### config.mk
export PLATFORM = sky130hd
export DESIGN_NAME = taxi_mileage_counter
export DESIGN_NICKNAME = d
export VERILOG_FILES = /design/src/rtl/taxi_pkg.sv /design/src/rtl/taxi_pulse_debounce.sv /design/src/rtl/taxi_mileage_counter.sv
export SDC_FILE = /design/constraint.sdc
export NUM_CORES = 1
export LEC_CHECK = 0
export ABC_AREA = 1
export CORE_UTILIZATION = 25
export DETAILED_ROUTE_END_ITERATION = 6
export GPL_TIMING_DRIVEN = 0
export MAX_ROUTING_LAYER = met4
export PLACE_DENSITY = 0.39
export SYNTH_ARGS = -nofsm -noshare
export SYNTH_HDL_FRONTEND = slang
export SYNTH_SLANG_ARGS = --single-unit
### constraint.sdc
create_clock -name clk -period 4.2 [get_ports clk]
set_clock_uncertainty 0.15 [all_clocks]
set_input_delay 0.84 -clock clk [delete_from_list [all_inputs] [get_ports clk]]
set_output_delay 0.84 -clock clk [all_outputs]
set_load 0.05 [all_outputs]
### src/rtl/taxi_pkg.sv
// Shared types and constants for the taxi mileage counter.
package taxi_pkg;

  typedef enum logic [1:0] {
    IDLE  = 2'd0,
    RUN   = 2'd1,
    PAUSE = 2'd2
  } trip_state_t;

  localparam int METERS_W       = 20;
  localparam int MAX_METERS_DEF = 99999;

endpackage

### src/rtl/taxi_pulse_debounce.sv
// Wheel-sensor conditioning: 2-flop synchroniser, stability debounce and
// a one-cycle count_evt on each filtered 0->1 transition.
module taxi_pulse_debounce #(
  parameter int DEBOUNCE_CYCLES = 4
) (
  input  logic clk,
  input  logic rst,
  input  logic wheel_pulse,
  output logic count_evt
);

  localparam int CNT_W = $clog2(DEBOUNCE_CYCLES + 1);

  logic             s1_q, s1_d;
  logic             s2_q, s2_d;
  logic             filt_q, filt_d;
  logic [CNT_W-1:0] cnt_q, cnt_d;

  // count_evt is combinational so the accumulator updates on the same edge
  // that filt rises.
  always_comb begin
    s1_d      = wheel_pulse;
    s2_d      = s1_q;
    filt_d    = filt_q;
    cnt_d     = '0;
    count_evt = 1'b0;
    if (s2_q != filt_q) begin
      if (cnt_q == CNT_W'(DEBOUNCE_CYCLES - 1)) begin
        filt_d    = s2_q;
        count_evt = s2_q;
      end else begin
        cnt_d = cnt_q + CNT_W'(1);
      end
    end
  end

  always_ff @(posedge clk) begin
    if (rst) begin
      s1_q   <= 1'b0;
      s2_q   <= 1'b0;
      filt_q <= 1'b0;
      cnt_q  <= '0;
    end else begin
      s1_q   <= s1_d;
      s2_q   <= s2_d;
      filt_q <= filt_d;
      cnt_q  <= cnt_d;
    end
  end

endmodule

### src/rtl/taxi_mileage_counter.sv
// Trip state machine, saturating metre accumulator and waiting detector
// driven by the debounced wheel pulse.
module taxi_mileage_counter
  import taxi_pkg::*;
#(
  parameter int M_PER_PULSE     = 2,
  parameter int DEBOUNCE_CYCLES = 4,
  parameter int WAIT_CYCLES     = 1000,
  parameter int MAX_METERS      = MAX_METERS_DEF
) (
  input  logic                clk,
  input  logic                rst,
  input  logic                wheel_pulse,
  input  logic                start,
  input  logic                stop,
  input  logic                clr,
  output logic [METERS_W-1:0] meters,
  output logic                running,
  output logic                waiting,
  output logic                sat
);

  localparam int IDLE_W = $clog2(WAIT_CYCLES + 1);

  logic count_evt;

  taxi_pulse_debounce #(
    .DEBOUNCE_CYCLES(DEBOUNCE_CYCLES)
  ) u_debounce (
    .clk        (clk),
    .rst        (rst),
    .wheel_pulse(wheel_pulse),
    .count_evt  (count_evt)
  );

  trip_state_t         state_q, state_d;
  logic [METERS_W-1:0] meters_q, meters_d;
  logic                sat_q, sat_d;
  logic                running_q, running_d;
  logic                waiting_q, waiting_d;
  logic [IDLE_W-1:0]   idle_cnt_q, idle_cnt_d;
  logic [METERS_W:0]   sum;

  assign sum = {1'b0, meters_q} + (METERS_W + 1)'(M_PER_PULSE);

  // Control requests take priority over a coincident count event, which is dropped.
  always_comb begin
    state_d  = state_q;
    meters_d = meters_q;
    sat_d    = sat_q;
    if (clr) begin
      state_d  = IDLE;
      meters_d = '0;
      sat_d    = 1'b0;
    end else if (stop) begin
      if (state_q == RUN) state_d = PAUSE;
    end else if (start) begin
      state_d  = RUN;
      meters_d = '0;
      sat_d    = 1'b0;
    end else if (state_q == RUN && count_evt) begin
      if (sum > (METERS_W + 1)'(MAX_METERS)) begin
        meters_d = METERS_W'(MAX_METERS);
        sat_d    = 1'b1;
      end else begin
        meters_d = sum[METERS_W-1:0];
      end
    end
  end

  always_comb begin
    idle_cnt_d = idle_cnt_q;
    if (state_d != RUN) begin
      idle_cnt_d = '0;
    end else if (state_q != RUN || start || count_evt) begin
      idle_cnt_d = '0;
    end else if (idle_cnt_q < IDLE_W'(WAIT_CYCLES)) begin
      idle_cnt_d = idle_cnt_q + IDLE_W'(1);
    end
    running_d = (state_d == RUN);
    waiting_d = (state_d == RUN) && (idle_cnt_d == IDLE_W'(WAIT_CYCLES));
  end

  always_ff @(posedge clk) begin
    if (rst) begin
      state_q    <= IDLE;
      meters_q   <= '0;
      sat_q      <= 1'b0;
      running_q  <= 1'b0;
      waiting_q  <= 1'b0;
      idle_cnt_q <= '0;
    end else begin
      state_q    <= state_d;
      meters_q   <= meters_d;
      sat_q      <= sat_d;
      running_q  <= running_d;
      waiting_q  <= waiting_d;
      idle_cnt_q <= idle_cnt_d;
    end
  end

  assign meters  = meters_q;
  assign running = running_q;
  assign waiting = waiting_q;
  assign sat     = sat_q;

endmodule
Yosys cells after proc, flatten, opt, wreduce, memory -nomap -nowiden

Cells that the tools add are included.

Flip-flop bits (word level): 41
Latch bits: 0
RAM bits: 0
ROM bits: 0
Input port bits: 6
Output and inout bits: 23
Word-level logic and storage cells: 50
Memories kept: 0

Add/sub/neg operators: 3
Multiply operators: 0
Divide/modulo/power cells: 0
$lt $le $gt $ge: 2
Eq/ne operators: 7
Shifts and indexed selects: 0
Muxes and demuxes: 15
Bitwise operators: 2
Reduce and logical (&&, ||, !) cells: 11

Operators with widths:

| kind                                                  | number |
|---|---|
| 2-to-1 mux 20 bit                                     | 3 |
| 2-to-1 mux 10 bit                                     | 3 |
| adder 20 x 2 -> 21 bit, second input constant         | 1 |
| > comparator 21 x 17 -> 1 bit, second input constant  | 1 |
| adder 10 x 1 -> 10 bit, second input constant         | 1 |
| equality test 10 bit, second input constant           | 1 |
| < comparator 10 bit, second input constant            | 1 |
| 2-to-1 mux 2 bit                                      | 4 |
| 2-to-1 mux 1 bit                                      | 5 |
| equality test 2 x 1 -> 1 bit, second input constant   | 2 |
| inequality test 2 x 1 -> 1 bit, second input constant | 2 |
| AND reduction 2 bit                                   | 2 |
| nonzero test 2 bit                                    | 2 |
| adder 3 x 1 -> 3 bit, second input constant           | 1 |
| equality test 3 x 2 -> 1 bit, second input constant   | 1 |
| AND reduction 3 bit                                   | 1 |
| OR reduction 3 bit                                    | 1 |
| logical AND 1 bit                                     | 2 |
| logical OR 1 bit                                      | 2 |
| NOT 1 bit                                             | 2 |
| OR reduction 2 bit                                    | 1 |
| inequality test 1 bit                                 | 1 |

Depth between registers and ports, before layout

Depth after elaboration: 8
Depth in mapped cells: 17
Gate-level depth less buffers: 17

Hierarchy

A second synthesis with hierarchy kept.

Cells, all modules: 379
Area total of the unflattened synthesis: 2419.8 µm²

By module, submodules not included:

| module               | times used | cells each | area an instance (µm²) | sequential area each (µm²) |
|---|---|---|---|---|
| taxi_mileage_counter | 1          | 351        | 2187.1                 | 700.7 |
| taxi_pulse_debounce  | 1          | 28         | 232.7                  | 120.1 |

Worst setup path before layout

No wires, ideal clock.

Kind: register to register
Start: register meters_q[2] (netlist: meters[2])
End: register meters_q[0] (netlist: meters[0])
Library setup time: 66 ps
Arrival: 2343 ps
Data required time: 3984 ps
Slack: 1641 ps
Cell stages (with the launch flop): 16
Path buffers: 0
Clock period less this slack: 2559 ps
Cells stage by stage: dfxtp_1 -> ha_1 -> nand2_1 -> nor2_2 -> nand3_1 -> o21ai_1 -> nand3_2 -> nor2_4 -> nand3_1 -> nand2_1 -> nand2_2 -> nand2_2 -> nand2_2 -> nand2_2 -> nand2_1 -> a21oi_2

Word-level cells in the longest chain between the ends: 5

RTL lines:

| element                       | RTL line                   | source |
|---|---|---|
| from (decl)                   | taxi_mileage_counter.sv:37 | `logic [METERS_W-1:0] meters_q, meters_d;` |
| from (signal assigned)        | taxi_mileage_counter.sv:94 | `meters_q <= meters_d;` |
| adder 20 x 2 -> 21 bit        | taxi_mileage_counter.sv:44 | `assign sum = {1'b0, meters_q} + (METERS_W + 1)'(M_PER_PULSE);` |
| > comparator 21 x 17 -> 1 bit | taxi_mileage_counter.sv:62 | `if (sum > (METERS_W + 1)'(MAX_METERS)) begin` |
| 2-to-1 mux 20 bit             | taxi_mileage_counter.sv:62 |  |
| 2-to-1 mux 20 bit             | taxi_mileage_counter.sv:61 | `end else if (state_q == RUN && count_evt) begin` |
| 2-to-1 mux 20 bit             | taxi_mileage_counter.sv:57 | `end else if (start) begin` |

Every way passes these cells. The select of a mux whose other input is x is not followed.
A chain may end at the register's enable or synchronous reset.

Worst setup path in the final report

Start: input start
End: register waiting_q (netlist: waiting)

Word-level cells in the longest chain between the ends: 7
Elaborated cells on any way between the ends: 11
Those cells by class: 3 x eq/ne; 5 x mux; 3 x reduce/logical

RTL lines:

| element                        | RTL line                   | source |
|---|---|---|
| from (decl)                    | taxi_mileage_counter.sv:14 | `input logic start,` |
| 2-to-1 mux 2 bit               | taxi_mileage_counter.sv:57 |  |
| 2-to-1 mux 2 bit               | taxi_mileage_counter.sv:55 | `end else if (stop) begin` |
| 2-to-1 mux 2 bit               | taxi_mileage_counter.sv:51 | `if (clr) begin` |
| inequality test 2 x 1 -> 1 bit | taxi_mileage_counter.sv:73 | `if (state_d != RUN) begin` |
| 2-to-1 mux 10 bit              | taxi_mileage_counter.sv:73 |  |
| equality test 10 bit           | taxi_mileage_counter.sv:81 | `waiting_d = (state_d == RUN) && (idle_cnt_d == IDLE_W'(WAIT_CYCLES));` |
| logical AND 1 bit (*)          | taxi_mileage_counter.sv:81 |  |
| to (signal assigned)           | taxi_mileage_counter.sv:97 | `waiting_q <= waiting_d;` |
| to (decl)                      | taxi_mileage_counter.sv:40 | `logic waiting_q, waiting_d;` |

Every way passes the cells marked *; elsewhere a longest branch is shown, timed or not.

==> impl_metrics.json <==
{
  "critPathLaunchType": "input pin",
  "p_seq_share_pct": 56.3,
  "antenna_left": 0,
  "cts_setup_buffers": 0,
  "synth-seq-cells": 41,
  "track_usage_pct": 13.7,
  "antenna_found_initial": 0,
  "final_common_cell": "nand2_1",
  "syn-instance-count": 344,
  "max-cap-violations": 0,
  "required_ps": 4270,
  "worstPathMaxFanout": 7,
  "power.share.combinational_pct": 3.7,
  "cts_buffer_depth": 2,
  "initial_core_util_pct": 25.9,
  "drcViolationCount": 0,
  "tns_ps": 0,
  "grt_pass1_wl_um": 10300,
  "finalNetCount": 389,
  "hold_slack_ps": 255,
  "critPathCaptureType": "flop",
  "clk_latency_ps": 310,
  "synthesis.area_um2": 2390,
  "min_period_over_period_pct": 70.2,
  "syn_nets": 355,
  "grt_pass1_vias": 2134,
  "die-area_um2": 9970,
  "ys_seq_area_share_pct": 34.3,
  "hp-class": "reg2reg",
  "critical_path_arrival_ps": 3010,
  "viasPerCell": 4.36,
  "io-pin-count": 29,
  "dp_hpwl_um": 4800,
  "die_x_um": 99.8,
  "powerDensity_nw_per_um2": 238,
  "ctsHoldBuffers": 0,
  "dr.pass1.iters": 4,
  "port_buffers": 27,
  "path_class": "in2reg",
  "rsz0062_at_grt": "false",
  "status": "finished, final reports clean",
  "fp.dieH_um": 99.8,
  "final_layout_size_suffix_gt1_share_pct": 12.1,
  "cts_buffers": 5,
  "hold_viol_final": 0,
  "tightest_slew_ps": 647,
  "avgSynthCellArea_um2": 6.96,
  "finalPower_uw": 694,
  "slew_viol_final": 0,
  "yosysUniqueCellTypes": 34,
  "leakage_nw": 1.04,
  "power_frac_clock_pct": 39.9,
  "final_cell_mix": "71 x nand2_1, 48 x nor2_1, 45 x inv_1, 41 x dfxtp_1, 27 x clkdlybuf4s50_1",
  "grt_max_degree": 15,
  "clkTransAtPathRegs_ps": 90,
  "cts_tree": "done",
  "clock_sinks": 41,
  "setup_viol": 0,
  "wl_per_cell_um": 12.2,
  "core_um2": 9240,
  "diodes": 0,
  "cts_root_buffer": "clkbuf_8",
  "fp-row-count": 35,
  "vdd_drop_max_v": 0.0000959,
  "routed_wl_um": 6180,
  "area_growth_pct": 21.8,
  "fin_crit_ps": 2950,
  "drtIter0Drc": 85,
  "htreeDepth": 2,
  "clock.fmax_mhz": 339,
  "swShare_pct": 25.6,
  "p_switching_uw": 177,
  "place_congestion": 0.811,
  "intPower_uw": 517,
  "yosys_warnings": 0,
  "relSlewSlack_pct": 56.9,
  "ctsResizeCount": 0,
  "grt-ovfl-total": 0,
  "via_count": 2215
}
Yosys cell counts (all sizes together):
master | instances | area share [%]
nor2 | 56 | 10
clkbuf | 4 | 1.0
buf | 2 | 0.63
a22oi | 2 | 0.63
a21oi | 22 | 5.5
o22ai | 1 | 0.26
a21o | 1 | 0.31
nand3b | 3 | 0.94
xnor2 | 2 | 0.73
a31oi | 4 | 2.1
a32oi | 1 | 0.37
xor2 | 8 | 3.2
ha | 5 | 2.6
nand3 | 28 | 6.7
nor3 | 6 | 1.3
inv | 45 | 7.1
or2 | 3 | 0.78
nor3b | 2 | 0.63
nand2 | 81 | 14
nand4 | 10 | 2.6
o21bai | 2 | 0.63
nor4 | 4 | 1.0
dfxtp | 41 | 34
o21a | 1 | 0.31
o21ai | 10 | 2.1
power groups by stage:
stage | registers (mW) | clock network (mW) | logic [mW]
global route | 0.392 | 0.309 | 0.0288
CTS | 0.391 | 0.294 | 0.0266
global placement | 0.400 | 0 | 0.0265
finish | 0.391 | 0.277 | 0.0259
floorplan | 0.401 | 0 | 0.0146
detailed placement | 0.400 | 0 | 0.0265
final timing paths:
kind                         from  depth (start not counted)               to  slack, ps
setup reg to reg        meters[2]                         16              sat       1620
hold / removal    u_debounce.s1_q                          2  u_debounce.s2_q        250
setup / recovery            start                         12          waiting       1250
hold reg to reg   u_debounce.s1_q                          2  u_debounce.s2_q        250
worst max-delay path, stage by stage:
cell,delay [ps]
clkdlybuf4s50_1,450
inv_1,80
nor2_1,190
o21a_1,160
nand2_1,70
nor2_1,170
nand4_1,230
nor2_1,190
inv_1,150
a21oi_1,180
nand2_1,70
nor4_1,240
final cells by class:
| class | instances | area [um2] |
|---|---|---|
| clock inverter | 3 | 21.3 |
| clock buffer | 5 | 68.8 |
| inverter | 45 | 169 |
| multi-input combinational | 252 | 1360 |
| buffer | 6 | 40.0 |
| sequential | 41 | 821 |
| tap | 129 | 161 |
| timing repair buffer | 27 | 270 |
| fill | 1028 | 6320 |
kinds of logic (layout without fill, tap and decap cells):
family,Yosys count,in the layout,share of synthesized area (%)
AND/OR/NAND/NOR,193,193,38.2
buffers and inverters,51,86,8.73
AO/OA/AOI/OAI,44,44,12.2
flip-flops,41,41,34.3
XOR/XNOR,10,10,3.97
adder cells (fa/ha/maj),5,5,2.61
through the flow:
step | setup WS (ps) | utilization, % | instance area [um2] | std cells
global route | 993 | 31.6 | 2920 | 508
CTS | 1160 | 31.6 | 2920 | 508
detailed placement | 818 | 30.6 | 2830 | 500
floorplan | 1640 | - | 2390 | 344
finish | 1250 | 31.6 | 2920 | 508
global placement | 783 | 30.6 | 2830 | 500
layer usage:
| metal | vias to the layer above | track usage [%] | wire (um) |
|---|---|---|---|
| met5 | - | - | 0 |
| met1 | 983 | 16.4 | 2950 |
| met2 | 37 | 22.3 | 2920 |
| met3 | 12 | 3.41 | 178 |
| met4 | 0 | 4.86 | 137 |
| li1 | 1183 | - | - |
registers in the layout (all words and copies together), names as in the netlist:
| signal | cells |
|---|---|
| sat | 1 |
| u_debounce.filt_q | 1 |
| u_debounce.cnt_q | 3 |
| u_debounce.s2_q | 1 |
| u_debounce.s1_q | 1 |
| idle_cnt_q | 10 |
| waiting | 1 |
| meters | 20 |
| running | 1 |
| state_q | 2 |
Note: power is estimated with default switching activity, not from simulation.
